$ cat config.mk
export PLATFORM = sky130hd
export DESIGN_NAME = debug_readout_sequencer
export DESIGN_NICKNAME = d
export VERILOG_FILES = /design/src/rtl/debug_readout_sequencer.sv
export SDC_FILE = /design/constraint.sdc
export NUM_CORES = 1
export LEC_CHECK = 0
export CAP_MARGIN = 0
export CORE_AREA = 3 3 385 387
export DETAILED_ROUTE_END_ITERATION = 16
export DIE_AREA = 0 0 388 390
export SLEW_MARGIN = 20
export SYNTH_ARGS = -nofsm -noshare
export SYNTH_HDL_FRONTEND = slang
export SYNTH_SLANG_ARGS = --single-unit
export TNS_END_PERCENT = 50
$ cat constraint.sdc
create_clock -name i_clock -period 5.35 [get_ports i_clock]
set_input_delay 1.07 -clock i_clock [delete_from_list [all_inputs] [get_ports i_clock]]
set_output_delay 1.07 -clock i_clock [all_outputs]
set_load 0.1 [all_outputs]
$ cat src/rtl/debug_readout_sequencer.sv
// Debug readout sequencer: fetches one debug source per request and
// streams it as a fixed-length strip of frames followed by an EOD pulse.
module debug_readout_sequencer #(
    parameter int NB_FRAME       = 32,
    parameter int NB_ADDR_DATA   = 16,
    parameter int NB_INSTR_ADDR  = 9,
    parameter int NB_STRIP_WORDS = 3
) (
    input  logic                                  i_clock,
    input  logic                                  i_reset,
    input  logic [5:0]                            i_request_select,
    input  logic [NB_ADDR_DATA-1:0]               i_mem_addr,
    input  logic [NB_INSTR_ADDR-1:0]              i_instr_addr,
    output logic [4:0]                            o_reg_addr,
    output logic                                  o_reg_re,
    input  logic [NB_FRAME-1:0]                   i_reg_data,
    output logic [NB_ADDR_DATA-1:0]               o_dmem_addr,
    output logic                                  o_dmem_re,
    input  logic [NB_FRAME-1:0]                   i_dmem_data,
    output logic [NB_INSTR_ADDR-1:0]              o_imem_addr,
    output logic                                  o_imem_re,
    input  logic [NB_FRAME-1:0]                   i_imem_data,
    input  logic [NB_FRAME-1:0]                   i_pc,
    input  logic [8*NB_STRIP_WORDS*NB_FRAME-1:0]  i_latch_bus,
    output logic [NB_FRAME-1:0]                   o_frame,
    output logic                                  o_frame_valid,
    output logic                                  o_eod,
    output logic                                  o_busy
);

    localparam int NB_LATCH_GROUP = NB_STRIP_WORDS * NB_FRAME;
    localparam int NB_CNT = (NB_STRIP_WORDS > 1) ? $clog2(NB_STRIP_WORDS) : 1;

    typedef enum logic [2:0] {
        S_IDLE,
        S_FETCH,
        S_LOAD,
        S_STREAM,
        S_EOD
    } state_t;

    state_t                     r_state;
    logic [5:0]                 r_id;
    logic [NB_CNT-1:0]          r_cnt;
    logic [NB_LATCH_GROUP-1:0]  r_buf;
    logic [4:0]                 r_reg_addr;
    logic [NB_ADDR_DATA-1:0]    r_dmem_addr;
    logic [NB_INSTR_ADDR-1:0]   r_imem_addr;
    logic                       r_reg_re;
    logic                       r_dmem_re;
    logic                       r_imem_re;
    logic [NB_FRAME-1:0]        r_frame;
    logic                       r_frame_valid;
    logic                       r_eod;
    logic                       r_busy;

    logic                       w_req_reg;
    logic                       w_req_dmem;
    logic                       w_req_imem;
    logic                       w_id_reg;
    logic                       w_id_dmem;
    logic                       w_id_imem;
    logic                       w_id_pc;
    logic                       w_id_latch;
    logic                       w_id_valid;
    logic [2:0]                 w_k;
    logic [NB_LATCH_GROUP-1:0]  w_group;
    logic [NB_LATCH_GROUP-1:0]  w_load;

    assign w_req_reg  = ~i_request_select[5];
    assign w_req_dmem = (i_request_select == 6'h20);
    assign w_req_imem = (i_request_select == 6'h21);

    assign w_id_reg   = ~r_id[5];
    assign w_id_dmem  = (r_id == 6'h20);
    assign w_id_imem  = (r_id == 6'h21);
    assign w_id_pc    = (r_id == 6'h22);
    assign w_id_latch = (r_id >= 6'h24) && (r_id <= 6'h2B);
    assign w_id_valid = w_id_reg | w_id_dmem | w_id_imem | w_id_pc | w_id_latch;

    assign w_k     = 3'(r_id - 6'h24);
    assign w_group = i_latch_bus[w_k*NB_LATCH_GROUP +: NB_LATCH_GROUP];

    // Strip word i lives at bits [i*NB_FRAME +: NB_FRAME]; latch MSBs go out first.
    always_comb begin
        w_load = '0;
        case (1'b1)
            w_id_reg:  w_load[NB_FRAME-1:0] = i_reg_data;
            w_id_dmem: w_load[NB_FRAME-1:0] = i_dmem_data;
            w_id_imem: w_load[NB_FRAME-1:0] = i_imem_data;
            w_id_pc:   w_load[NB_FRAME-1:0] = i_pc;
            w_id_latch: begin
                for (int i = 0; i < NB_STRIP_WORDS; i++) begin
                    w_load[i*NB_FRAME +: NB_FRAME] =
                        w_group[NB_LATCH_GROUP-1-i*NB_FRAME -: NB_FRAME];
                end
            end
            default: w_load = '0;
        endcase
    end

    always_ff @(posedge i_clock) begin
        if (i_reset) begin
            r_state       <= S_IDLE;
            r_id          <= 6'h3F;
            r_cnt         <= '0;
            r_buf         <= '0;
            r_reg_addr    <= '0;
            r_dmem_addr   <= '0;
            r_imem_addr   <= '0;
            r_reg_re      <= 1'b0;
            r_dmem_re     <= 1'b0;
            r_imem_re     <= 1'b0;
            r_frame       <= '0;
            r_frame_valid <= 1'b0;
            r_eod         <= 1'b0;
            r_busy        <= 1'b0;
        end else begin
            case (r_state)
                S_IDLE: begin
                    if (i_request_select != 6'h3F) begin
                        r_id        <= i_request_select;
                        r_reg_addr  <= i_request_select[4:0];
                        r_dmem_addr <= i_mem_addr;
                        r_imem_addr <= i_instr_addr;
                        r_reg_re    <= w_req_reg;
                        r_dmem_re   <= w_req_dmem;
                        r_imem_re   <= w_req_imem;
                        r_busy      <= 1'b1;
                        r_state     <= S_FETCH;
                    end
                end
                S_FETCH: begin
                    r_reg_re  <= 1'b0;
                    r_dmem_re <= 1'b0;
                    r_imem_re <= 1'b0;
                    r_state   <= S_LOAD;
                end
                S_LOAD: begin
                    if (w_id_valid) begin
                        r_buf         <= w_load;
                        r_frame       <= w_load[NB_FRAME-1:0];
                        r_frame_valid <= 1'b1;
                        r_cnt         <= '0;
                        r_state       <= S_STREAM;
                    end else begin
                        r_eod   <= 1'b1;
                        r_state <= S_EOD;
                    end
                end
                S_STREAM: begin
                    if (r_cnt == NB_CNT'(NB_STRIP_WORDS-1)) begin
                        r_cnt         <= '0;
                        r_frame       <= '0;
                        r_frame_valid <= 1'b0;
                        r_eod         <= 1'b1;
                        r_state       <= S_EOD;
                    end else begin
                        r_cnt   <= r_cnt + 1'b1;
                        r_buf   <= r_buf >> NB_FRAME;
                        r_frame <= r_buf[2*NB_FRAME-1:NB_FRAME];
                    end
                end
                S_EOD: begin
                    r_eod   <= 1'b0;
                    r_busy  <= 1'b0;
                    r_state <= S_IDLE;
                end
                default: r_state <= S_IDLE;
            endcase
        end
    end

    assign o_reg_addr    = r_reg_addr;
    assign o_reg_re      = r_reg_re;
    assign o_dmem_addr   = r_dmem_addr;
    assign o_dmem_re     = r_dmem_re;
    assign o_imem_addr   = r_imem_addr;
    assign o_imem_re     = r_imem_re;
    assign o_frame       = r_frame;
    assign o_frame_valid = r_frame_valid;
    assign o_eod         = r_eod;
    assign o_busy        = r_busy;

endmodule

==> results.py <==
metrics = {
    "synthesis": {
        "ys_types": 61,
        "synth_top_family_by_area": "multiplexers",
        "ys_seq_elements": 143,
        "syn_inst": 1304,
        "ys_warn_count": 0,
        "synth_edf_count": 0,
        "synth_compound_area_share_pct": 20.7,
        "ys_seq_area_share_pct": 22.8,
        "synth_nets": 2233,
        "synth-simple-area-share_pct": 12.0,
        "synth-xor-area-share_pct": 0.0698,
        "synthMuxAreaShare_pct": 38.6,
        "synthAdderAreaFrac_pct": 0,
        "synth_area_um2": 12500,
        "avgSynthCellArea_um2": 9.62,
        "synth-main-ff-cell": "dfxtp_1",
        "async_flop_share_pct": 0,
    },
    "detailed_routing": {
        "vias": 16100,
        "ant_nets": 0,
        "drt_wl_total_um": 132000,
        "drtIter0Drc": 1042,
        "wire_per_inst_um": 31.7,
        "drtPass1Iterations": 5,
        "via_per_inst": 3.87,
        "drc": 0,
    },
    "clock_tree": {
        "cts_setup_buffers": 0,
        "cts_max_level": 4,
        "clk_pin_slew_ps": 70,
        "cts_buffers": 17,
        "cts_resized": 0,
        "numClockSinks": 143,
        "clockRootBuffer": "clkbuf_16",
        "hold_buffers": 0,
        "clockBufferDepth": 2,
        "cts_tree": "done",
        "worstSkewPairLatency_ps": 510,
    },
    "setup_path": {
        "ff2ff_setup_slack_ps": 1450,
        "crit_arrival_ps": 4340,
        "crit_slowest_cell": "nor4_1",
        "path_common_cell": "buf_4",
        "cp.required_ps": 5790,
        "startpoint_type": "register",
        "slowest_delay_ps": 1100,
        "critical_path_class": "register to register",
        "path_max_fanout": 48,
        "worstSetupEndpointType": "register",
        "cp_cell_sequence": "buf_4 -> inv_2 -> nor3b_4 -> buf_4 -> a31oi_1 -> nor4_1 -> a221o_1",
    },
    "finish": {
        "area_delta_synth_final_pct": 101,
        "n_fill_cell": 16200,
        "final_common_cell": "clkdlybuf4s50_1",
        "multiInputGateArea_um2": 8990,
        "ff_latch_area_um2": 2880,
        "drive_above_1_share_pct": 11.9,
        "final_cell_mix": "983 x clkdlybuf4s50_1, 162 x mux2i_1, 142 x mux4_2, 139 x dfxtp_1, 124 x nand2_1",
        "final_nets": 3142,
    },
    "grt": {
        "grt_max_degree": 62,
        "met2_usage_pct": 29.2,
        "antenna_found_initial": 120,
        "busiest_layer": "met2",
        "overflow": 0,
        "grt_pass1_vias": 16400,
        "met3_usage_pct": 4.43,
        "grt_first_pass_wirelength_um": 166000,
        "grtUsageMet1_pct": 20.0,
        "track_usage_pct": 16.8,
    },
    "power": {
        "power.density_nw_per_um2": 242,
        "p_leak_nw": 9.01,
        "total_power_mw": 6.12,
        "vdd_drop_max_uv": 203,
    },
    "hold_path": {
        "hold_class": "register to register",
    },
    "floorplanning": {
        "die_w_um": 388,
        "pin_count": 997,
        "core_um2": 145000,
        "die_area_um2": 151000,
        "die_height_um": 390,
        "num_rows": 140,
        "initial_core_util_pct": 8.64,
    },
    "place": {
        "finalWeightedCongestion": 0.943,
        "dp.final_hpwl_um": 116000,
        "port_buffers": 996,
        "dp_worst_setup_slack_ps": 1670,
    },
    "sta": {
        "skew_ps": 12.5,
        "worst_pin_slew_ps": 1290,
        "slew_viol_final": 0,
        "fin_tns_setup_ps": 0,
        "rsz0062_at_grt": "no",
        "finalSetupViolations": 0,
        "period_needed_ps": 3900,
        "fin_crit_sh_pct": 72.9,
        "fmax_ghz": 0.256,
        "relSlewSlack_pct": 13.3,
        "hold_viol_final": 0,
        "layout_setup_ws_ps": 1450,
    },
    "run": {
        "max_cap_violations": 0,
    },
    "status": {
        "status": "finished clean",
    },
}
power by group:
part / switching (mW) / leakage (nW) / internal [mW] / total, mW
combinational: 1.83 / 7.53 / 1.57 / 3.39
sequential: 0.204 / 1.17 / 1.17 / 1.38
clock: 0.649 / 0.308 / 0.701 / 1.35
total: 2.68 / 9.01 / 3.44 / 6.12
layer usage:
metal  vias to the layer above  part of all wire [%]
met2                       900                    49
met3                       242                   6.9
li1                       7027                     -
met5                         -                  0.27
met1                      7893                    41
met4                        58                   3.2
cell families after synthesis:
family / after synthesis
AO/OA/AOI/OAI: 367
AND/OR/NAND/NOR: 335
multiplexers: 306
buffers and inverters: 152
flip-flops: 143
XOR/XNOR: 1
sequential cells by signal, summed over array words and instances, names as in the netlist, 2 cells and up:
signal       cells
o_dmem_addr     16
r_state          3
o_imem_addr      9
r_id             6
o_reg_addr       5
o_frame         32
r_cnt            2
r_buf           64
final timing paths:
kind / startpoint / to / cells after the start
worst max-delay path: r_id[5]$_SDFFE_PP1P_ / o_frame[14]$_SDFFE_PP0P_ / 7
worst min-delay path: o_dmem_addr[4]$_SDFFE_PP0P_ / o_dmem_addr[4]$_SDFFE_PP0P_ / 2
worst max register to register: r_id[5]$_SDFFE_PP1P_ / o_frame[14]$_SDFFE_PP0P_ / 7
worst min register to register: o_dmem_addr[4]$_SDFFE_PP0P_ / o_dmem_addr[4]$_SDFFE_PP0P_ / 2
layout make-up:
cell class | instances | area share [%]
inverters | 11 | 0.163
diodes | 25 | 0.248
repair buffers | 1031 | 40.6
well taps | 1917 | 9.49
clock buffers | 18 | 1.78
flip-flops and latches | 143 | 11.4
clock inverters | 14 | 0.753
multi-input cells | 1009 | 35.6
per-stage QoR:
stage | utilization [%] | instances | area (um2) | hold slack, ps
after CTS | 17.3 | 4142 | 25200 | 459
after global placement | 16.9 | 4110 | 24500 | 444
final | 17.4 | 4168 | 25300 | 454
after global routing | 17.4 | 4156 | 25200 | 480
after detailed placement | 16.9 | 4110 | 24500 | 447
after floorplan | - | 1304 | 12500 | 433
Yosys cell counts, types with 3 or more instances:
cell type	count	share of area (%)
a31oi_1	12	0.60
a21oi_1	103	4.1
a2111oi_2	5	0.60
nor3_1	38	1.5
nand3_1	11	0.44
and2_1	3	0.15
nor4_1	11	0.55
nor3b_1	9	0.54
a31o_1	8	0.56
a21o_1	5	0.30
o22ai_1	31	1.5
o32ai_1	9	0.63
dfxtp_1	143	23
mux4_2	142	25
o2111ai_1	13	0.91
nand2_1	124	3.7
buf_6	5	0.45
clkbuf_1	58	1.7
a211oi_1	36	2.2
a22oi_1	36	2.2
a221o_1	10	0.80
buf_4	17	1.0
buf_2	53	2.1
inv_1	10	0.30
o2bb2ai_1	32	2.2
nor2_1	110	3.3
o21ai_0	22	0.88
nand3b_1	3	0.18
a31o_2	10	0.70
buf_1	8	0.24
mux2i_1	164	13
nand2b_1	5	0.25
nor2b_1	6	0.30
a221oi_1	21	1.5
worst max-delay path: cells and delay by family (launching register included):
family                 cells  cell delay [ps]
AOI/OAI and AO/OA          2              420
buffers and inverters      3             1530
DFF                        1              340
and+or+nand+nor            2             1420
No activity file was read; power rests on OpenSTA's default activity.
